File: src/rtl/dodge_game_engine.sv
// rtl/dodge_game_engine.sv - dodge game core: obstacles, player, collision, score, IDLE/PLAY/OVER (optional DODGE_LIVES_EN)
module dodge_game_engine #(
  parameter int          NUM_OBJ   = 4,
  parameter int          FIELD_W   = 192,
  parameter int          FIELD_H   = 930,
  parameter int          X_W       = 9,
  parameter int          Y_W       = 11,
  parameter int          OBJ_HW    = 5,
  parameter int          OBJ_HH    = 50,
  parameter int          PL_HW     = 5,
  parameter int          PL_HH     = 50,
  parameter int          PL_STEP   = 5,
  parameter int          BASE_SPD  = 5,
  parameter int          SCORE_W   = 8,
  parameter logic [15:0] LFSR_SEED = 16'hACE1
`ifdef DODGE_LIVES_EN
  , parameter int        LIVES     = 3
`endif
) (
  input  logic                     clk,
  input  logic                     rst_n,
  input  logic                     start,
  input  logic                     mv,
  input  logic                     btn_left,
  input  logic                     btn_right,
  output logic [NUM_OBJ*X_W-1:0]   obj_x,
  output logic [NUM_OBJ*Y_W-1:0]   obj_y,
  output logic [X_W-1:0]           player_x,
  output logic [Y_W-1:0]           player_y,
  output logic [SCORE_W-1:0]       score,
  output logic [SCORE_W-1:0]       best_score,
  output logic [1:0]               state,
  output logic                     game_over
`ifdef DODGE_LIVES_EN
  , output logic [2:0]             lives
`endif
);

  localparam logic [1:0] S_IDLE = 2'b00;
  localparam logic [1:0] S_PLAY = 2'b01;
  localparam logic [1:0] S_OVER = 2'b10;

  localparam logic [Y_W+1:0]     FH       = (Y_W+2)'(FIELD_H);
  localparam logic [X_W+1:0]     XMIN     = (X_W+2)'(PL_HW);
  localparam logic [X_W+1:0]     XMAX     = (X_W+2)'(FIELD_W - PL_HW);
  localparam logic [X_W+1:0]     STEP     = (X_W+2)'(PL_STEP);
  localparam logic [X_W-1:0]     HIT_X    = X_W'(PL_HW + OBJ_HW);
  localparam logic [Y_W-1:0]     HIT_Y    = Y_W'(PL_HH + OBJ_HH);
  localparam logic [Y_W-1:0]     PLAYER_Y = Y_W'(FIELD_H - 1);
  localparam logic [Y_W-1:0]     START_Y  = Y_W'(100);
  localparam logic [SCORE_W+3:0] SMAX     = {4'b0, {SCORE_W{1'b1}}};

  logic [X_W-1:0]     ox [NUM_OBJ];
  logic [Y_W-1:0]     oy [NUM_OBJ];
  logic [X_W-1:0]     ox_mv [NUM_OBJ];
  logic [Y_W-1:0]     oy_mv [NUM_OBJ];
  logic [Y_W+1:0]     y_sum;
  logic [3:0]         nwrap;
  logic [SCORE_W+3:0] score_sum;
  logic [SCORE_W-1:0] score_mv;
  logic [X_W+1:0]     px_next;
  logic [X_W-1:0]     player_mv;
  logic [X_W-1:0]     dx;
  logic [Y_W-1:0]     dy;
  logic               hit;
  logic [15:0]        lfsr;
  logic [15:0]        lfsr_next;

  // Evenly spaced starting columns for the obstacles
  function automatic logic [X_W-1:0] init_x(input int idx);
    return X_W'(FIELD_W * (2*idx + 1) / (2*NUM_OBJ));
  endfunction

  // Respawn column from an 8-bit window of the LFSR, scaled into the field
  function automatic logic [X_W-1:0] spawn_x(input int idx, input logic [15:0] l);
    logic [7:0]  r;
    logic [31:0] p;
    for (int k = 0; k < 8; k++) r[k] = l[4'(2*idx + k)];
    p = 32'(r) * 32'(FIELD_W - 2*OBJ_HW);
    return X_W'(32'(OBJ_HW) + (p >> 8));
  endfunction

  genvar g;
  generate
    for (g = 0; g < NUM_OBJ; g++) begin : g_pack
      assign obj_x[g*X_W +: X_W] = ox[g];
      assign obj_y[g*Y_W +: Y_W] = oy[g];
    end
  endgenerate

  assign player_y = PLAYER_Y;

  // Next-step positions, wrap count, saturating score, collision and LFSR step
  always_comb begin
    lfsr_next = {1'b0, lfsr[15:1]} ^ (lfsr[0] ? 16'hB400 : 16'h0000);
    nwrap     = '0;
    hit       = 1'b0;
    y_sum     = '0;
    dx        = '0;
    dy        = '0;
    for (int i = 0; i < NUM_OBJ; i++) begin
      y_sum = {2'b00, oy[i]} + (Y_W+2)'(BASE_SPD*(i+1)) + (Y_W+2)'({score, 1'b0});
      if (y_sum >= FH) begin
        oy_mv[i] = '0;
        ox_mv[i] = spawn_x(i, lfsr);
        nwrap    = nwrap + 4'd1;
      end else begin
        oy_mv[i] = y_sum[Y_W-1:0];
        ox_mv[i] = ox[i];
      end
      dx = (player_x >= ox[i]) ? player_x - ox[i] : ox[i] - player_x;
      dy = (PLAYER_Y >= oy[i]) ? PLAYER_Y - oy[i] : oy[i] - PLAYER_Y;
      if (dx <= HIT_X && dy <= HIT_Y) hit = 1'b1;
    end
    score_sum = {4'b0, score} + {{SCORE_W{1'b0}}, nwrap};
    score_mv  = (score_sum > SMAX) ? {SCORE_W{1'b1}} : score_sum[SCORE_W-1:0];

    px_next = {2'b00, player_x};
    if (btn_left && !btn_right)
      px_next = (px_next < XMIN + STEP) ? XMIN : px_next - STEP;
    else if (btn_right && !btn_left)
      px_next = px_next + STEP;
    if (px_next > XMAX) px_next = XMAX;
    if (px_next < XMIN) px_next = XMIN;
    player_mv = px_next[X_W-1:0];
  end

  // Game state machine, positions, score and LFSR registers
  always_ff @(posedge clk or negedge rst_n) begin
    if (!rst_n) begin
      state      <= S_IDLE;
      score      <= '0;
      best_score <= '0;
      game_over  <= 1'b0;
      lfsr       <= LFSR_SEED;
      player_x   <= X_W'(FIELD_W/2);
      for (int i = 0; i < NUM_OBJ; i++) begin
        ox[i] <= init_x(i);
        oy[i] <= START_Y;
      end
`ifdef DODGE_LIVES_EN
      lives      <= 3'(LIVES);
`endif
    end else begin
      lfsr      <= lfsr_next;
      game_over <= 1'b0;
      case (state)
        S_IDLE, S_OVER: begin
          if (start) begin
            state    <= S_PLAY;
            score    <= '0;
            player_x <= X_W'(FIELD_W/2);
            for (int i = 0; i < NUM_OBJ; i++) begin
              ox[i] <= init_x(i);
              oy[i] <= START_Y;
            end
`ifdef DODGE_LIVES_EN
            lives    <= 3'(LIVES);
`endif
          end
        end
        S_PLAY: begin
          // A hit takes priority over a coincident mv: positions freeze
          if (hit) begin
`ifdef DODGE_LIVES_EN
            if (lives > 3'd1) begin
              lives <= lives - 3'd1;
              for (int i = 0; i < NUM_OBJ; i++) begin
                oy[i] <= '0;
                ox[i] <= spawn_x(i, lfsr);
              end
            end else begin
              lives     <= 3'd0;
              state     <= S_OVER;
              game_over <= 1'b1;
              if (score > best_score) best_score <= score;
            end
`else
            state     <= S_OVER;
            game_over <= 1'b1;
            if (score > best_score) best_score <= score;
`endif
          end else if (mv) begin
            score    <= score_mv;
            player_x <= player_mv;
            for (int i = 0; i < NUM_OBJ; i++) begin
              ox[i] <= ox_mv[i];
              oy[i] <= oy_mv[i];
            end
          end
        end
        default: state <= S_IDLE;
      endcase
    end
  end

endmodule

File: config.mk
export PLATFORM = sky130hd
export DESIGN_NAME = dodge_game_engine
export DESIGN_NICKNAME = d
export VERILOG_FILES = /design/src/rtl/dodge_game_engine.sv
export SDC_FILE = /design/constraint.sdc
export NUM_CORES = 1
export LEC_CHECK = 0
export ABC_AREA = 1
export CORE_UTILIZATION = 52
export DETAILED_ROUTE_END_ITERATION = 10
export PLACE_DENSITY = 0.74
export SLEW_MARGIN = 15
export SYNTH_ARGS = -nofsm -noshare
export SYNTH_HDL_FRONTEND = slang
export SYNTH_SLANG_ARGS = --single-unit
File: constraint.sdc
create_clock -name clk -period 4.6 [get_ports clk]
set_input_delay 0.92 -clock clk [delete_from_list [all_inputs] [get_ports clk]]
set_output_delay 0.92 -clock clk [all_outputs]
set_load 0.01 [all_outputs]
* Word-level counts from Yosys, hierarchy flattened
Index checks and enable logic that the tools add are counted.
Operators by class: $mul 1, shifts and indexed selects 0, bitwise operators 1, reduce and logical (&&, ||, !) cells 18, $lt $le $gt $ge 25, muxes and demuxes 49, $add $sub $neg 31, div/mod/pow operators 0, equal/unequal tests 10
Operators by type and width (number):
- $mux 44 | 3
- $mux 11 | 11
- $mux 36 | 3
- $pmux 44 s2 | 1
- $mux 9 | 9
- $pmux 36 s2 | 1
- $sub 9x9->9 | 8
- $add 12x9->13 | 4
- $ge 13x10->1 const B | 4
- $ge 10x11->1 const A | 4
- $le 11x7->1 const B | 4
- $sub 10x11->11 const A | 4
- $sub 11x10->11 const B | 4
- $ge 9x9->1 | 4
- $le 9x4->1 const B | 4
- $mux 8 | 4
- $add 11x4->12 const B | 2
- $reduce_and 5->1 | 4
- $pmux 9 s2 | 1
- $mux 16 | 1
- $ne 2x2->1 const B | 8
- $pmux 8 s2 | 1
- $xor 15x16->16 | 1
- $mul 8x7->15 const B | 1
- other kinds (29) | 44
Storage, ports and cells: bits in read-only memories 0, memories kept 0, bits in latches 0, register bits after elaboration 124, memory bits (writable) 0, output and inout bits 119, input port bits 6

* Depth between registers and ports, before layout
Gate-level depths: netlist (run 1).
depth after elaboration 16, mapped depth 35, depth with buffers taken out 35

* Least setup slack after synthesis (run 1)
No wires, ideal clock.
path kind flip-flop to flip-flop, from register oy (netlist bit obj_y[13]), to register score[6], setup slack -0.547 ns, period minus slack after synthesis 5.147 ns, library setup time 0.131 ns, arrival 5.016 ns, data required time 4.469 ns, cell stages (with the launch flop) 30, path through dfstp_2 ha_1 ha_1 fa_1 nand3_1 nand2_1 nand2_1 nand2_1 a21oi_1 nor2_1 o21ai_0 nand3_1 a21oi_1 nand2_1 inv_1 ha_1 or2_2 nand2_1 inv_1 ha_1 inv_1 nand2_1 o21ai_0 fa_1 o31ai_1 inv_1 nor2_1 inv_1 o311ai_0 o21ai_1
Between the ends: longest elaborated chain between the ends 14, elaborated cells on any way between the ends 25, classes of those cells 7 x add/sub; 4 x order compare; 1 x eq/ne; 11 x mux; 2 x reduce/logical
RTL lines:
- start: declaration | line 54 | logic [Y_W-1:0] oy [NUM_OBJ];
- start signal: indexed assignment | line 188 | oy[i] <= oy_mv[i];
- $add 11x4->12 | line 102 | y_sum = {2'b00, oy[i]} + (Y_W+2)'(BASE_SPD*(i+1)) + (Y_W+2)'({score, 1'b0});
- $add 12x9->13 | line 102
- $ge 13x10->1 | line 103 | if (y_sum >= FH) begin
- $mux 2 | line 103
- $add 2x1->3 | line 106 | nwrap = nwrap + 4'd1;
- $mux 4 | line 103
- $add 4x1->4 | line 106
- $mux 4 | line 103
- $add 8x4->9 | line 115 | score_sum = {4'b0, score} + {{SCORE_W{1'b0}}, nwrap};
- $gt 9x8->1 | line 116 | score_mv = (score_sum > SMAX) ? {SCORE_W{1'b1}} : score_sum[SCORE_W-1:0];
- $mux 8 | line 116
- $mux 8 | line 183 | end else if (mv) begin
- $mux 8 | line 164 | if (hit) begin
- $pmux 8 s2 | line 147 | case (state)
- end signal: assignment | line 184 | score <= score_mv;
- end: declaration | line 30 | output logic [SCORE_W-1:0] score,
Parallel ways exist; a longest one is shown, timed or not. The select of a mux whose other input is x is not followed. A chain may end at the register's enable or synchronous reset.

* Worst setup path in the final report (run 1)
from register oy (netlist bit obj_y[13]), to register score[5]
The elaborated chain is that of the path after synthesis.

==> results of run 1 <==
cell usage after synthesis, types with 10 or more instances:
master    instances
nand2_1         609
inv_1           304
nand3_1         177
ha_1            163
nor2_1          146
a21oi_1          89
o21ai_0          80
dfrtp_1          71
xor2_1           54
buf_4            40
o21ai_2          30
nand4_1          29
dfstp_2          27
fa_1             20
buf_2            16
o21ai_1          15
xnor2_1          14
o211ai_1         12
buf_6            10
final cells by class:
class	instances	area [um^2]	area share, %
Multi-Input combinational cell	1542	9130	59.7
Sequential cell	98	2490	16.2
Timing Repair Buffer	207	1820	11.9
Inverter	312	1170	7.65
Tap cell	324	405	2.65
Clock buffer	9	225	1.47
Clock inverter	7	62.6	0.409
power by group through the flow:
stage               Combinational (mW)  Clock [mW]  Sequential, mW
floorplan                         6.43           0            1.69
global route                      11.0       0.816            1.66
global placement                  9.22           0            1.62
CTS                               9.59       0.784            1.61
finish                            9.86       0.768            1.62
detailed placement                9.38           0            1.62
metal layers:
| layer | vias to the layer above | wire length (um) | track usage, % |
|---|---|---|---|
| met3 | 67 | 2160 | 2.62 |
| li1 | 6648 | - | - |
| met1 | 6097 | 16300 | 38.7 |
| met2 | 444 | 17100 | 48.0 |
| met4 | 0 | 1040 | 10.5 |
| met5 | - | 0 | 0 |
repair_timing:
action                                 in CTS  in global routing
endpoints found under the hold margin       0                  0
buffers inserted                           20                  5
setup endpoints to repair                   8                 22
gates resized for setup                    23                 32
pin swaps                                  19                 31
gates cloned                                0                  0
cell usage in the layout (no fill, tap or decap), drive strengths merged, types with 5 or more instances in the layout:
cell type	n
xnor2	14
a21o	5
nand4	29
a21oi	90
buf	115
nand3b	9
or2	6
xor2	54
dfrtp	71
nor3	8
nand2	618
o211ai	12
fa	20
conb	34
inv	314
o21bai	5
dfstp	27
clkbuf	9
ha	163
o21ai	125
clkdlybuf4s50	92
nand3	181
nor2	151
how the worst min path moves through the flow:
stage                       from           endpoint  slack (ns)  cells past startpoint
6_report       lfsr[8]$_DFF_PN0_  lfsr[7]$_DFF_PN1_        0.35                      0
5_1_grt        lfsr[9]$_DFF_PN0_  lfsr[8]$_DFF_PN0_        0.37                      0
4_1_cts        lfsr[8]$_DFF_PN0_  lfsr[7]$_DFF_PN1_        0.36                      0
3_5_place_dp   lfsr[8]$_DFF_PN0_  lfsr[7]$_DFF_PN1_        0.34                      0
3_3_place_gp   lfsr[9]$_DFF_PN0_  lfsr[8]$_DFF_PN0_        0.34                      0
2_1_floorplan  lfsr[9]$_DFF_PN0_  lfsr[8]$_DFF_PN0_        0.33                      0
state kept, by name, indices dropped and copies added (netlist names):
register    count
obj_x          12
lfsr           16
state           2
game_over       1
score           8
obj_y          42
player_x        9
best_score      8
through the flow:
step                hold slack, ns  area [um^2]  std cells  TNS, ns  power, mW
CTS                          0.358        15200       2496   -0.176       12.0
finish                       0.351        15300       2499   -0.966       12.2
detailed placement           0.339        14700       2461    -1.73       11.0
floorplan                    0.331        13100       2028  -0.0290       8.13
global placement             0.339        14700       2461   -0.311       10.8
global route                 0.366        15300       2499    -3.09       13.5
cells by family after synthesis:
logic type	share of synthesized area [%]
AO/OA/AOI/OAI	11.3
XOR/XNOR	4.61
adder cells (fa/ha/maj)	18.9
buffers and inverters	13.2
flip-flops	19.2
other	0.0581
AND/OR/NAND/NOR	32.8
critical path: cells and delay by family (launching register included):
kind	cells	cell delay, ns
adder cells (fa/ha/maj)	6	1.52
AND/OR/NAND/NOR	13	1.17
AO/OA/AOI/OAI	4	0.75
flip-flops	1	0.56
buffers and inverters	5	0.37
XOR/XNOR	2	0.31
==> Implementation_results.wiki, run 1 <==
{| class="wikitable"
! Metric !! Value
|-
| Delay of the slowest critical-path stage || approximately 0.56 ns
|-
| Internal Dissipation || between 5 and 6 mW
|-
| Final setup violation count || 8
|-
| Top cell type's share of synthesized area || between 15 and 20%
|-
| Routed WL per cell || 14.6 um
|-
| Power per unit of standard cell area || 801 nW/um^2
|-
| Yosys top cell by area || nand2_1
|-
| Yosys reg bits || 98
|-
| Vias in the first global route || 12,200
|-
| Critical path arrival || 5.03 ns
|-
| All-layer global routing usage || 28.8%
|-
| Cells on worst reg2reg path || 30
|-
| Worst-margin pin slew || ~0.7 ns
|-
| Worst r2r dst || score[5]$_DFFE_PN0P_
|-
| Post-synth EDFFs || 0
|-
| Worst IR Drop VDD || 445 uV
|-
| Proportion of synthesized flip-flops having asynchronous set or reset || 100%
|-
| Port bufs || a little over 90
|-
| Worst hold path class || reg -> reg
|-
| Area contributors post-synth || nand2_1 18%, ha_1 16%, dfrtp_1 14%
|-
| Number of antenna violations at the first check in global routing || 0
|-
| Setup crit end kind || flip-flop
|-
| Post-synthesis instance area || 12,900 um^2
|-
| Via density per instance || 5.30
|-
| Skew final || 0.00934 ns
|-
| Maximum clock rate || between 0.2 and 0.25 GHz
|-
| Capturing element of the worst setup path || score[5]$_DFFE_PN0P_
|-
| Seq pwr share || 13.2%
|-
| Leakage power || 8.45 nW
|-
| Floorplan Core Area || 24,300 um^2
|-
| Routability congestion estimate from global placement || 0.963
|-
| Total Die Area || 25,500 um^2
|-
| DIE HEIGHT || approximately 160 um
|-
| Switching Fraction || 54.1%
|-
| Cell count after synthesis || 1,996
|-
| Total wirelength of the detailed-routed design || 36,600 um
|-
| Number of max-capacitance violations reported || 0
|-
| Syn_area_per_cell || between 6 and 7 um^2
|-
| Final min period || 4.77 ns
|-
| Ratio of final minimum period to clock period || 104%
|-
| Num CTS Buffers || 9
|-
| Max Fanout on Critical Path || 3
|-
| Worst setup slack for register-to-register paths || -0.17 ns
|-
| Worst Setup SP || obj_y[13]$_DFFE_PN1P_
|-
| Synth unique cells || between 40 and 50
|-
| Portion of total power attributed to the clock network || 6.3%
|-
| Post-DRT Antenna Nets || 0
|-
| Normalized max-slew margin || 51.8%
|-
| Worst slack at placement || -0.280 ns
|-
| Number of nets in the layout || 2,359
|-
| Clk sinks || 98
|-
| Width of the die || 160 um
|-
| Final core occ || approximately 63%
|-
| Yosys warns || 0
|-
| Cell chosen for the clock root || clkbuf_16
|-
| Failing checks || negative setup slack
|-
| Slowest CP cell || dfstp_2
|-
| Largest net degree at the start of global routing || 44
|-
| Worst-case setup margin in the final layout || -0.170 ns
|-
| Fill cell count || roughly 2,200
|-
| CP Launch Type || flip-flop
|-
| Predominant post-synthesis flop cell || dfrtp_1
|-
| Estimated wirelength of the detail-placed design || roughly 28,000 um
|-
| Latest clock arrival within the worst-skew pair || 0.37 ns
|-
| Critical register-to-register path startpoint || obj_y[13]$_DFFE_PN1P_
|-
| Clock slew seen by the registers of the worst setup and hold paths || around 0.080 ns
|-
| DRC marker count from the first detailed-route iteration || slightly above 900
|-
| Total count of max-transition violations in the final report || 0
|-
| Final hold violation count || 0
|-
| DR vias || 13,300
|-
| Clock tree from TritonCTS || done
|-
| Wire length of the first global-routing pass || 60,100 um
|-
| Initial standard-cell utilization of the core || 53.1%
|-
| I/O Pins || around 130
|-
| Proportion of layout cells with a drive suffix above 1 || 12.9%
|-
| Diodes inserted || 0
|-
| Gate power share || about 81%
|-
| Router iterations before antenna repair || 6
|-
| Maximum level of the CTS H-tree || 3
|-
| Seq/Total Area, Yosys || ~19%
|-
| Area growth from synthesis to final layout || 18.4%
|-
| Run status || finished, violations left
|-
| Path type of the worst setup path || reg -> reg
|-
| Clk buf depth || 2
|-
| Residual overflow from global routing || 0
|-
| CP Data Required Time || 4.86 ns
|-
| Num rows || 57
|-
| Hold buffer count at CTS || 0
|-
| Switching power summed over all nets || between 6 and 7 mW
|-
| Remaining routing DRC violations || 0
|-
| Setup repair after global routing missed its margin || yes
|}
No activity file was read; power rests on OpenSTA's default activity.
==> run 2: changes to the inputs <==
ABC_AREA = not set   (was 1)
CTS_CLUSTER_SIZE = 30   (was not set)
GPL_ROUTABILITY_DRIVEN = 0   (was not set)
==> run 2 against run 1 <==
  * Via count down 13%
  * Worst setup slack lost 0.20 ns
  * Sequential power shrank 2%
  * Design area is 3.7% lower
  * Count of clock-buffer cells in the layout up 2
  * Synthesized area fell by 7.0%
  * Non-clock buffer count increased by 33
  * The run still ends with negative setup slack left
  * Power grew 0.53%
  * Sequential cell count did not move
  * Fmax is 3.9% lower
  * First-iteration DRC count decreased by 23%
  * Clock power hardly changed
==> Implementation_results.wiki, run 2 <==
{| class="wikitable"
! Metric !! Value
|-
| Total count of max-transition violations in the final report || 0 (unchanged)
|-
| Most common cell in the synthesized netlist || ha_1
|-
| Setup repair after global routing missed its margin || yes
|-
| Syn_area_per_cell || 8.38 um^2 (+30%)
|-
| Width of the die || 154 um (-3.5%)
|-
| Hold EP || lfsr[8]$_DFF_PN0_
|-
| Residual overflow from global routing || 0 (unchanged)
|-
| Critical register-to-register path startpoint || obj_y[13]$_DFFE_PN1P_
|-
| Failing checks || negative setup slack
|-
| Min-Delay Startpoint || lfsr[9]$_DFF_PN0_
|-
| Proportion of layout cells with a drive suffix above 1 || 18.7% (+5.8 points)
|-
| Share of synthesized area spent on multiplexers || 5.57% (+5.6 points)
|-
| Cells on worst reg2reg path || 23 (-23%)
|-
| Portion of total power attributed to the clock network || 6.2% (about the same)
|-
| Yosys reg bits || 98 (unchanged)
|-
| Total wirelength of the detailed-routed design || 34,400 um (-5.8%)
|-
| Clock slew seen by the registers of the worst setup and hold paths || 0.07 ns (about the same)
|-
| Post-synthesis instance area || 12,000 um^2 (-7.0%)
|-
| Skew final || 0.00938 ns (+0.0000425 ns)
|-
| Path type of the worst setup path || reg -> reg
|-
| Total Die Area || 23,700 um^2 (-6.9%)
|-
| Cell chosen for the clock root || clkbuf_16
|-
| Yosys top cell by area || ha_1
|-
| Estimated wirelength of the detail-placed design || 26,300 um (-6.7%)
|-
| Fill cell count || 1,843 (-17%)
|-
| Area growth from synthesis to final layout || 22.6%
|-
| DRC marker count from the first detailed-route iteration || 716 (-23%)
|-
| Floorplan Core Area || 22,600 um^2 (-6.9%)
|-
| Predominant post-synthesis flop cell || dfrtp_1
|-
| Synthesized-area fraction occupied by ao, oa, aoi and oai cells || 21.8% (+11 points)
|-
| Switching Fraction || 48.9% (-5.3 points)
|-
| Leakage power || 6.92 nW (-18%)
|-
| Post-Synth XOR/XNOR Area || 5.25% (+0.64 points)
|-
| WHS Path Cells || 0 (unchanged)
|-
| Router iterations before antenna repair || 7 (+1)
|-
| Gate power share || 81.0% (+0.5 points)
|-
| Via density per instance || 6.03 (+14%)
|-
| Run status || finished, violations left
|-
| Wire length of the first global-routing pass || 55,400 um (-7.7%)
|-
| Maximum level of the CTS H-tree || 3 (unchanged)
|-
| Port bufs || 93 (unchanged)
|-
| Internal Dissipation || 6.30 mW (+12%)
|-
| Top cell type's share of synthesized area || 17.0% (-0.73 points)
|-
| Final hold violation count || 0 (unchanged)
|-
| Vias in the first global route || 11,000 (-9.8%)
|-
| Seq pwr share || 12.8% (-0.4 points)
|-
| Area contributors post-synth || ha_1 17%, dfrtp_1 15%, dfstp_2 5.9%
|-
| Clock tree from TritonCTS || done
|-
| Final setup violation count || 8 (unchanged)
|-
| Routed WL per cell || 18.0 um (+23%)
|-
| Commonest cells in the synthesized netlist || 163 x ha_1, 126 x inv_1, 95 x nor2_1
|-
| DR vias || 11,500 (-13%)
|-
| Yosys warns || 0 (unchanged)
|-
| Seq/Total Area, Yosys || 20.7% (+1.4 points)
|-
| Number of antenna violations at the first check in global routing || 0 (unchanged)
|-
| Main combinational cell family by area after synthesis || compound AO/OA/AOI/OAI gates
|-
| Worst hold path class || reg -> reg
|-
| Summed area of non-filler cells in the final layout || 14,700 um^2 (-3.7%)
|-
| Number of nets in the layout || 1,809 (-23%)
|-
| Final min period || 4.97 ns (+0.196 ns)
|-
| Worst-case setup margin in the final layout || -0.366 ns (-0.196 ns)
|-
| Largest net degree at the start of global routing || 74 (+68%)
|-
| I/O Pins || 125 (unchanged)
|-
| Ratio of final minimum period to clock period || 108% (+4.3 points)
|-
| Instance area at placement || 14,200 um^2 (-3.4%)
|-
| Clk sinks || 98 (unchanged)
|-
| Initial standard-cell utilization of the core || 53.1% (about the same)
|-
| Latest clock arrival within the worst-skew pair || 0.37 ns (about the same)
|-
| Most frequent cells in the layout || 150 x ha_1, 142 x buf_4, 117 x inv_1
|-
| DIE HEIGHT || 154 um (-3.5%)
|-
| Flip-flop count of the largest register after layout || 42 (unchanged)
|-
| Remaining routing DRC violations || 0 (unchanged)
|-
| Hold buffer count at CTS || 0 (unchanged)
|-
| Num rows || 55 (-3.5%)
|-
| CP Launch Type || flip-flop
|-
| Num CTS Buffers || 9 (unchanged)
|-
| Max Fanout on Critical Path || 3 (unchanged)
|-
| Synth unique cells || 97 (+110%)
|-
| Fraction of the mapped netlist area in simple logic gates || 18.0% (-15 points)
|-
| Worst r2r dst || score[5]$_DFFE_PN0P_
|-
| Normalized max-slew margin || 33.6% (-18 points)
|-
| Final core occ || 65.1% (+2.2 points)
|-
| Diodes inserted || 0 (unchanged)
|-
| Post-synthesis adder-cell area fraction || 20.3% (+1.4 points)
|-
| Switching power summed over all nets || 6.02 mW (-9.3%)
|-
| Most common library cell in the layout ignoring fill and taps || ha_1
|-
| Power per unit of standard cell area || 836 nW/um^2 (+4.4%)
|-
| Post-synth EDFFs || 0 (unchanged)
|-
| All-layer global routing usage || 29.1% (+0.36 points)
|-
| Proportion of synthesized flip-flops having asynchronous set or reset || 100% (unchanged)
|-
| Number of max-capacitance violations reported || 0 (unchanged)
|-
| Critical path arrival || 5.23 ns (+0.20 ns)
|-
| Clk buf depth || 2 (unchanged)
|-
| Post-DRT Antenna Nets || 0 (unchanged)
|-
| Maximum clock rate || 0.201 GHz (-3.9%)
|-
| Worst-margin pin slew || 0.995 ns (+0.275 ns)
|-
| CP Data Required Time || 4.87 ns (about the same)
|-
| Worst IR Drop VDD || 402 uV (-9.7%)
|-
| Setup crit end kind || flip-flop
|-
| Worst setup slack for register-to-register paths || -0.37 ns (-0.20 ns)
|-
| Cell count after synthesis || 1,434 (-28%)
|}
[run 2: cell types whose count changed after synthesis, moves of 28 or more]
cell / previous run / this run
nand2_1: 609 / 79
inv_1: 304 / 126
nand3_1: 177 / 37
nor2_1: 146 / 95
clkbuf_1: 9 / 47
mux2i_1: 0 / 38
nor3_1: 7 / 36
o21ai_2: 30 / 1
xnor2_1: 14 / 42
[run 2: routing by layer]
metal  up-vias  GRT usage, %  wire length, um
met1      5584          38.5            15400
met4         0          11.8             1030
met5         -             0                0
li1       5492             -                -
met3        69          3.07             1690
met2       372          48.6            16300
[run 2: critical path: stages, from the launching register on]
cell,delay (ns)
dfstp_2,0.55
ha_4,0.20
ha_4,0.16
fa_2,0.36
a21o_1,0.20
a311o_1,0.27
a21o_1,0.19
a21oi_2,0.16
nor2b_1,0.08
a311o_1,0.31
a31oi_4,0.24
ha_4,0.26
xnor2_4,0.13
ha_1,0.29
mux2_4,0.29
ha_4,0.21
a21o_1,0.16
a21oi_2,0.16
nor2b_1,0.08
o21ai_2,0.15
nor2_1,0.07
nor2_1,0.12
o31ai_1,0.07
a21o_1,0.16
[run 2: kinds of logic (layout without fill, tap and decap cells)]
| logic type | count (synthesis) | count (layout) |
|---|---|---|
| mux | 61 | 61 |
| fa+ha+maj | 183 | 183 |
| simple gates | 412 | 412 |
| other cells | 2 | 34 |
| flops | 98 | 98 |
| buf+inv | 223 | 382 |
| compound gates | 383 | 383 |
| xor+xnor | 72 | 72 |
[run 2: worst max path at each step]
stage	startpoint	end	slack (ns)
floorplan	obj_y[23]$_DFFE_PN0P_	score[5]$_DFFE_PN0P_	-0.36
global route	score[2]$_DFFE_PN0P_	score[5]$_DFFE_PN0P_	-0.60
CTS	obj_y[13]$_DFFE_PN1P_	score[5]$_DFFE_PN0P_	-0.33
global placement	score[0]$_DFFE_PN0P_	score[5]$_DFFE_PN0P_	-0.27
finish	obj_y[13]$_DFFE_PN1P_	score[5]$_DFFE_PN0P_	-0.37
detailed placement	score[0]$_DFFE_PN0P_	score[5]$_DFFE_PN0P_	-0.47
[run 2: power groups by stage]
stage	clock network, mW	registers (mW)	logic [mW]
after floorplan	0	1.75	6.08
after global placement	0	1.57	9.28
after detailed placement	0	1.58	9.51
after CTS	0.772	1.56	9.65
after global routing	0.801	1.61	11.0
final	0.766	1.58	9.97
[run 2: final cells by class]
class	instances	area [um^2]	share of cell area, %
clock buffers	11	253	1.71
clock inverters	5	36.3	0.246
inverters	126	478	3.24
multi-input cells	1145	9050	61.4
flip-flops and latches	98	2490	16.9
well taps	285	357	2.42
repair buffers	240	2080	14.1
[run 2: repair_timing]
action	CTS	global route
setup endpoints to repair	8	29
gates resized for setup	12	36
setup buffers	5	7
pin swaps	7	19
[run 2: metrics by stage]
stage	power, mW	setup WS (ns)	TNS [ns]	instances	hold slack, ns
after global routing	13.4	-0.601	-3.65	1910	0.366
after detailed placement	11.1	-0.472	-2.47	1884	0.341
after global placement	10.8	-0.274	-0.881	1884	0.334
after floorplan	7.83	-0.356	-1.26	1466	0.331
after CTS	12.0	-0.332	-1.62	1904	0.362
final	12.3	-0.366	-2.00	1910	0.357
==> edit 1: new RTL, flow settings as in run 2 <==
The parameter `NUM_OBJ` goes from 4 to 8.
--- a/src/rtl/dodge_game_engine.sv
+++ b/src/rtl/dodge_game_engine.sv
@@ -1,6 +1,6 @@
 // rtl/dodge_game_engine.sv - dodge game core: obstacles, player, collision, score, IDLE/PLAY/OVER (optional DODGE_LIVES_EN)
 module dodge_game_engine #(
-  parameter int          NUM_OBJ   = 4,
+  parameter int          NUM_OBJ   = 8,
   parameter int          FIELD_W   = 192,
   parameter int          FIELD_H   = 930,
   parameter int          X_W       = 9,
Ports: changed (resized obj_x and obj_y); port bits go from 125 to 205. No check against the original RTL was run, so the function may have changed too.
==> edit 1 against run 2 <==
The run still ends with negative setup slack left; die area up 62%; sequential power up 40%; area after synthesis up 63%; setup slack worse by 2.1 ns; wire length up 97%; final area up 74%; sequential cell count up 46; critical path type unchanged; combinational power up 80%; count of clock-buffer cells in the layout up 9; power up 76%; utilization up 4.5 points.
==> edit 1: results <==
{
  "p_leak_uw": 0.0121,
  "worstSetupEndpoint": "score[7]",
  "synthDistinctLibCells": 111,
  "via_count": 21300,
  "synth_xor_area_frac": 0.0566,
  "irDropWorstVdd_mv": 0.588,
  "drt_iter0_drc": 1818,
  "cpLargestDelayFamily": "adder cells",
  "grt_pass1_wl_um": 105000,
  "r2r.worst_path.cells": 35,
  "yosys.area_share.adder": 0.197,
  "arrival_ns": 7.44,
  "cts_htree_levels": 4,
  "place_ws_ns": -2.44,
  "cts-buffers-inserted": 17,
  "final_nets": 3230,
  "setup_violations": 10,
  "numPortBuffers": 149,
  "hp-class": "register to register",
  "crit_fanout": 4,
  "drt_wl_total_um": 67900,
  "grt_max_degree": 93,
  "post-dp-hpwl_um": 50600,
  "synth.area.top_cells": "ha_1, dfrtp_1, dfstp_2",
  "worst_skew_pair.late_latency_ns": 0.47,
  "timing.final.ws_setup_ns": -2.48,
  "synth_compound_area_frac": 0.256,
  "drive_above_1_share": 0.237,
  "synth_common_cells": "ha_1, inv_1, a21oi_1",
  "largest_reg_flops": 84,
  "placedCellCount": 3386,
  "status": "finished, violations left",
  "seq_area_frac_synth": 0.187,
  "synthMuxAreaShare": 0.0245,
  "grtUsageTotal": 0.340,
  "route.detailed.wl_per_inst_um": 19.7,
  "dr.pass1.iters": 6,
  "failed_checks": "negative setup slack",
  "fin_worst_skew_ns": 0.0123,
  "tns_ns": -19.15,
  "synth_area_per_cell_um2": 8.04,
  "num_antenna_cells": 0,
  "worstMarginPinSlew_ns": 1.17
}
==> edit 1: cell types whose count changed in the layout (fill, tap and decap cells not counted), sizes merged, moves of 60 or more <==
cell   delta
o21ai    +88
ha      +107
buf     +296
nand3    +61
inv      +81
nand2    +60
a21oi    +77
==> edit 1: routing by layer <==
metal	global-route usage	routed length, um	up-vias	share of wire
met5	0	0	-	0
met4	0.178	3590	0	0.053
met3	0.0583	5390	267	0.079
met2	0.580	32200	1032	0.47
met1	0.410	26700	10200	0.39
li1	-	-	9817	-
==> edit 1: cell type report <==
cell class / count / area (um^2)
multi-input combinational: 1966 / 15000
tap: 504 / 631
clock inverter: 12 / 183
timing repair buffer: 592 / 4890
sequential: 144 / 3660
fill: 2828 / 11200
clock buffer: 20 / 457
inverter: 209 / 787
==> edit 1: through the flow <==
step / instance area, um^2 / hold slack [ns] / total power, uW / util
2_1_floorplan: 20000 / 0.331 / 12300 / -
3_3_place_gp: 24300 / 0.337 / 18500 / 0.659
3_5_place_dp: 24300 / 0.339 / 19100 / 0.659
4_1_cts: 25200 / 0.354 / 21000 / 0.684
5_1_grt: 25600 / 0.358 / 23300 / 0.696
6_report: 25600 / 0.351 / 21700 / 0.696
==> edit 1: where the power goes <==
part | switching (uW) | internal, uW
clock network | 652 | 940
logic | 9480 | 8440
registers | 413 | 1800
total | 10500 | 11200
==> edit 1: repair_timing <==
action                     4_1_cts  5_1_grt
setup buffers                   17       12
pin swaps                       37       42
setup endpoints to repair       15       67
cloned                           0        0
gates resized for setup         27       64
==> edit 2: new RTL, settings of run 2 <==
Made on the original files. Make the reset (`rst_n`) synchronous in one clocked block.
--- a/src/rtl/dodge_game_engine.sv
+++ b/src/rtl/dodge_game_engine.sv
@@ -126,7 +126,7 @@
   end
 
   // Game state machine, positions, score and LFSR registers
-  always_ff @(posedge clk or negedge rst_n) begin
+  always_ff @(posedge clk) begin
     if (!rst_n) begin
       state      <= S_IDLE;
       score      <= '0;
Behaviour: differs if rst_n is asserted again (counterexample within 4 cycles, from zero or initial values and one cycle with rst_n low); with rst_n held inactive, the same outputs for 4 cycles.
==> edit 2 against run 2 <==
The flow still finishes with violations (negative setup slack); first-iteration DRC count fell by 0.70%; setup slack improved by 0.035 ns; wire length fell by 12%; area after synthesis fell by 10%; sequential cell count fell by 3; final area fell by 8.3%; cell count fell by 7.3%; non-clock buffer count fell by 14; critical path type unchanged.
Power is left out: it rests on default switching activity, and per cell area and clock period it moved more than threefold.
==> edit 2: results <==
{
  "status": "finished, violations left",
  "failed_checks": "negative setup slack",
  "route.detailed.wl_per_inst_um": 17.2,
  "top_register": "oy",
  "placedCellCount": 1734,
  "ys_dominant_reg_cell": "dfxtp_1",
  "grt_max_degree": 45,
  "via_per_inst": 5.77,
  "place_area_um2": 12700,
  "dr.pass1.iters": 5,
  "synth_area_per_cell_um2": 8.26,
  "drt_iter0_drc": 711,
  "synth.area.top_cells": "ha_1, edfxtp_1, dfxtp_1",
  "clk_pin_slew_ns": 0.07,
  "setup_violations": 10,
  "synthDistinctLibCells": 92,
  "grtUsageTotal": 0.271,
  "slew_viol_final": 0,
  "fin_worst_skew_ns": 0.00793,
  "fillers": 1647,
  "synth_common_cells": "ha_1, inv_1, nand2_1",
  "slew_headroom": 0.590,
  "timing.final.ws_setup_ns": -0.331,
  "grt_pass1_wl_um": 47000,
  "synth_edf_count": 40,
  "clockRootBuffer": "clkbuf_16",
  "seq_area_frac_synth": 0.213,
  "drt_wl_total_um": 30400,
  "first_global_vias": 9660,
  "numPortBuffers": 84,
  "post-dp-hpwl_um": 22700,
  "ys_async_sr_fraction": 0,
  "crit_fanout": 5,
  "drive_above_1_share": 0.193,
  "arrival_ns": 5.23
}
==> edit 2: changes by cell type after synthesis, moves of 9 or more <==
cell / before / now
ha_1: 163 / 145
nand2b_1: 21 / 30
and2_1: 12 / 25
mux2_1: 9 / 0
dfrtp_1: 71 / 0
dfxtp_1: 0 / 55
nand4_1: 25 / 10
dfstp_2: 27 / 0
nor2_1: 95 / 81
o211ai_1: 19 / 5
nand3_1: 37 / 28
edfxtp_1: 0 / 40
==> edit 2: area by class of cell <==
cell class	count	share of cell area
clock buffers	9	0.0167
clock inverters	7	0.00602
inverters	128	0.0356
multi-input cells	1035	0.603
flip-flops and latches	95	0.172
well taps	270	0.0250
repair buffers	226	0.142
==> edit 2: logic make-up (layout without fill, tap and decap cells) <==
family | Yosys count | count (layout) | synth area share
AO/OA/AOI/OAI | 319 | 319 | 0.201
XOR/XNOR | 71 | 71 | 0.0589
adder cells (fa/ha/maj) | 165 | 165 | 0.205
buffers and inverters | 219 | 370 | 0.0940
flip-flops | 95 | 95 | 0.213
multiplexers | 38 | 38 | 0.0362
other | 2 | 44 | 0.000696
AND/OR/NAND/NOR | 398 | 398 | 0.191
==> edit 2: metrics by stage <==
step	setup TNS (ns)	setup slack, ns	utilization	hold slack [ns]
after floorplan	-0.212	-0.103	-	0.386
after global placement	-0.425	-0.136	0.624	0.393
after detailed placement	-1.66	-0.290	0.624	0.396
after CTS	-0.780	-0.201	0.644	0.421
after global routing	-4.46	-0.512	0.666	0.441
final	-2.32	-0.331	0.666	0.427
==> edit 2: what timing repair did <==
action                                  CTS  global route
buffers inserted                          7            14
pin swaps                                12            35
resized for setup                        17            67
endpoints found under the hold margin     0             0
endpoints found under the setup margin   11            43
==> edit 2: path summary, 6_finish.rpt <==
check                 from        to  cells past startpoint
setup / recovery  oy[1][2]  score[5]                     27
setup reg to reg  oy[1][2]  score[5]                     27
hold / removal     lfsr[8]   lfsr[7]                      1
hold reg to reg    lfsr[8]   lfsr[7]                      1
==> edit 2: metal layers <==
metal,vias up,track usage,share of wire
met2,357,0.472,0.50
met4,0,0.104,0.025
met1,4835,0.344,0.43
met5,-,0,0
li1,4960,-,-
met3,61,0.0319,0.046
==> edit 2: worst max-delay path: stages, from the launching register on <==
cell and delay, ns:
edfxtp_1 0.44, ha_4 0.31, ha_4 0.13, inv_2 0.03, fa_2 0.35, nor2b_2 0.13
o21ai_2 0.07, a21oi_2 0.16, o21a_1 0.18, or3_1 0.13, nand3_1 0.07, o311a_1 0.31
o21bai_2 0.22, inv_2 0.08, ha_4 0.30, xor2_4 0.19, xor2_1 0.19, ha_2 0.22
inv_2 0.04, fa_2 0.35, nor2b_1 0.11, o21ai_1 0.09, nand2b_1 0.16, nand2_4 0.11
nor2_4 0.15, o21ai_1 0.09, a21o_1 0.18, o21ai_1 0.06
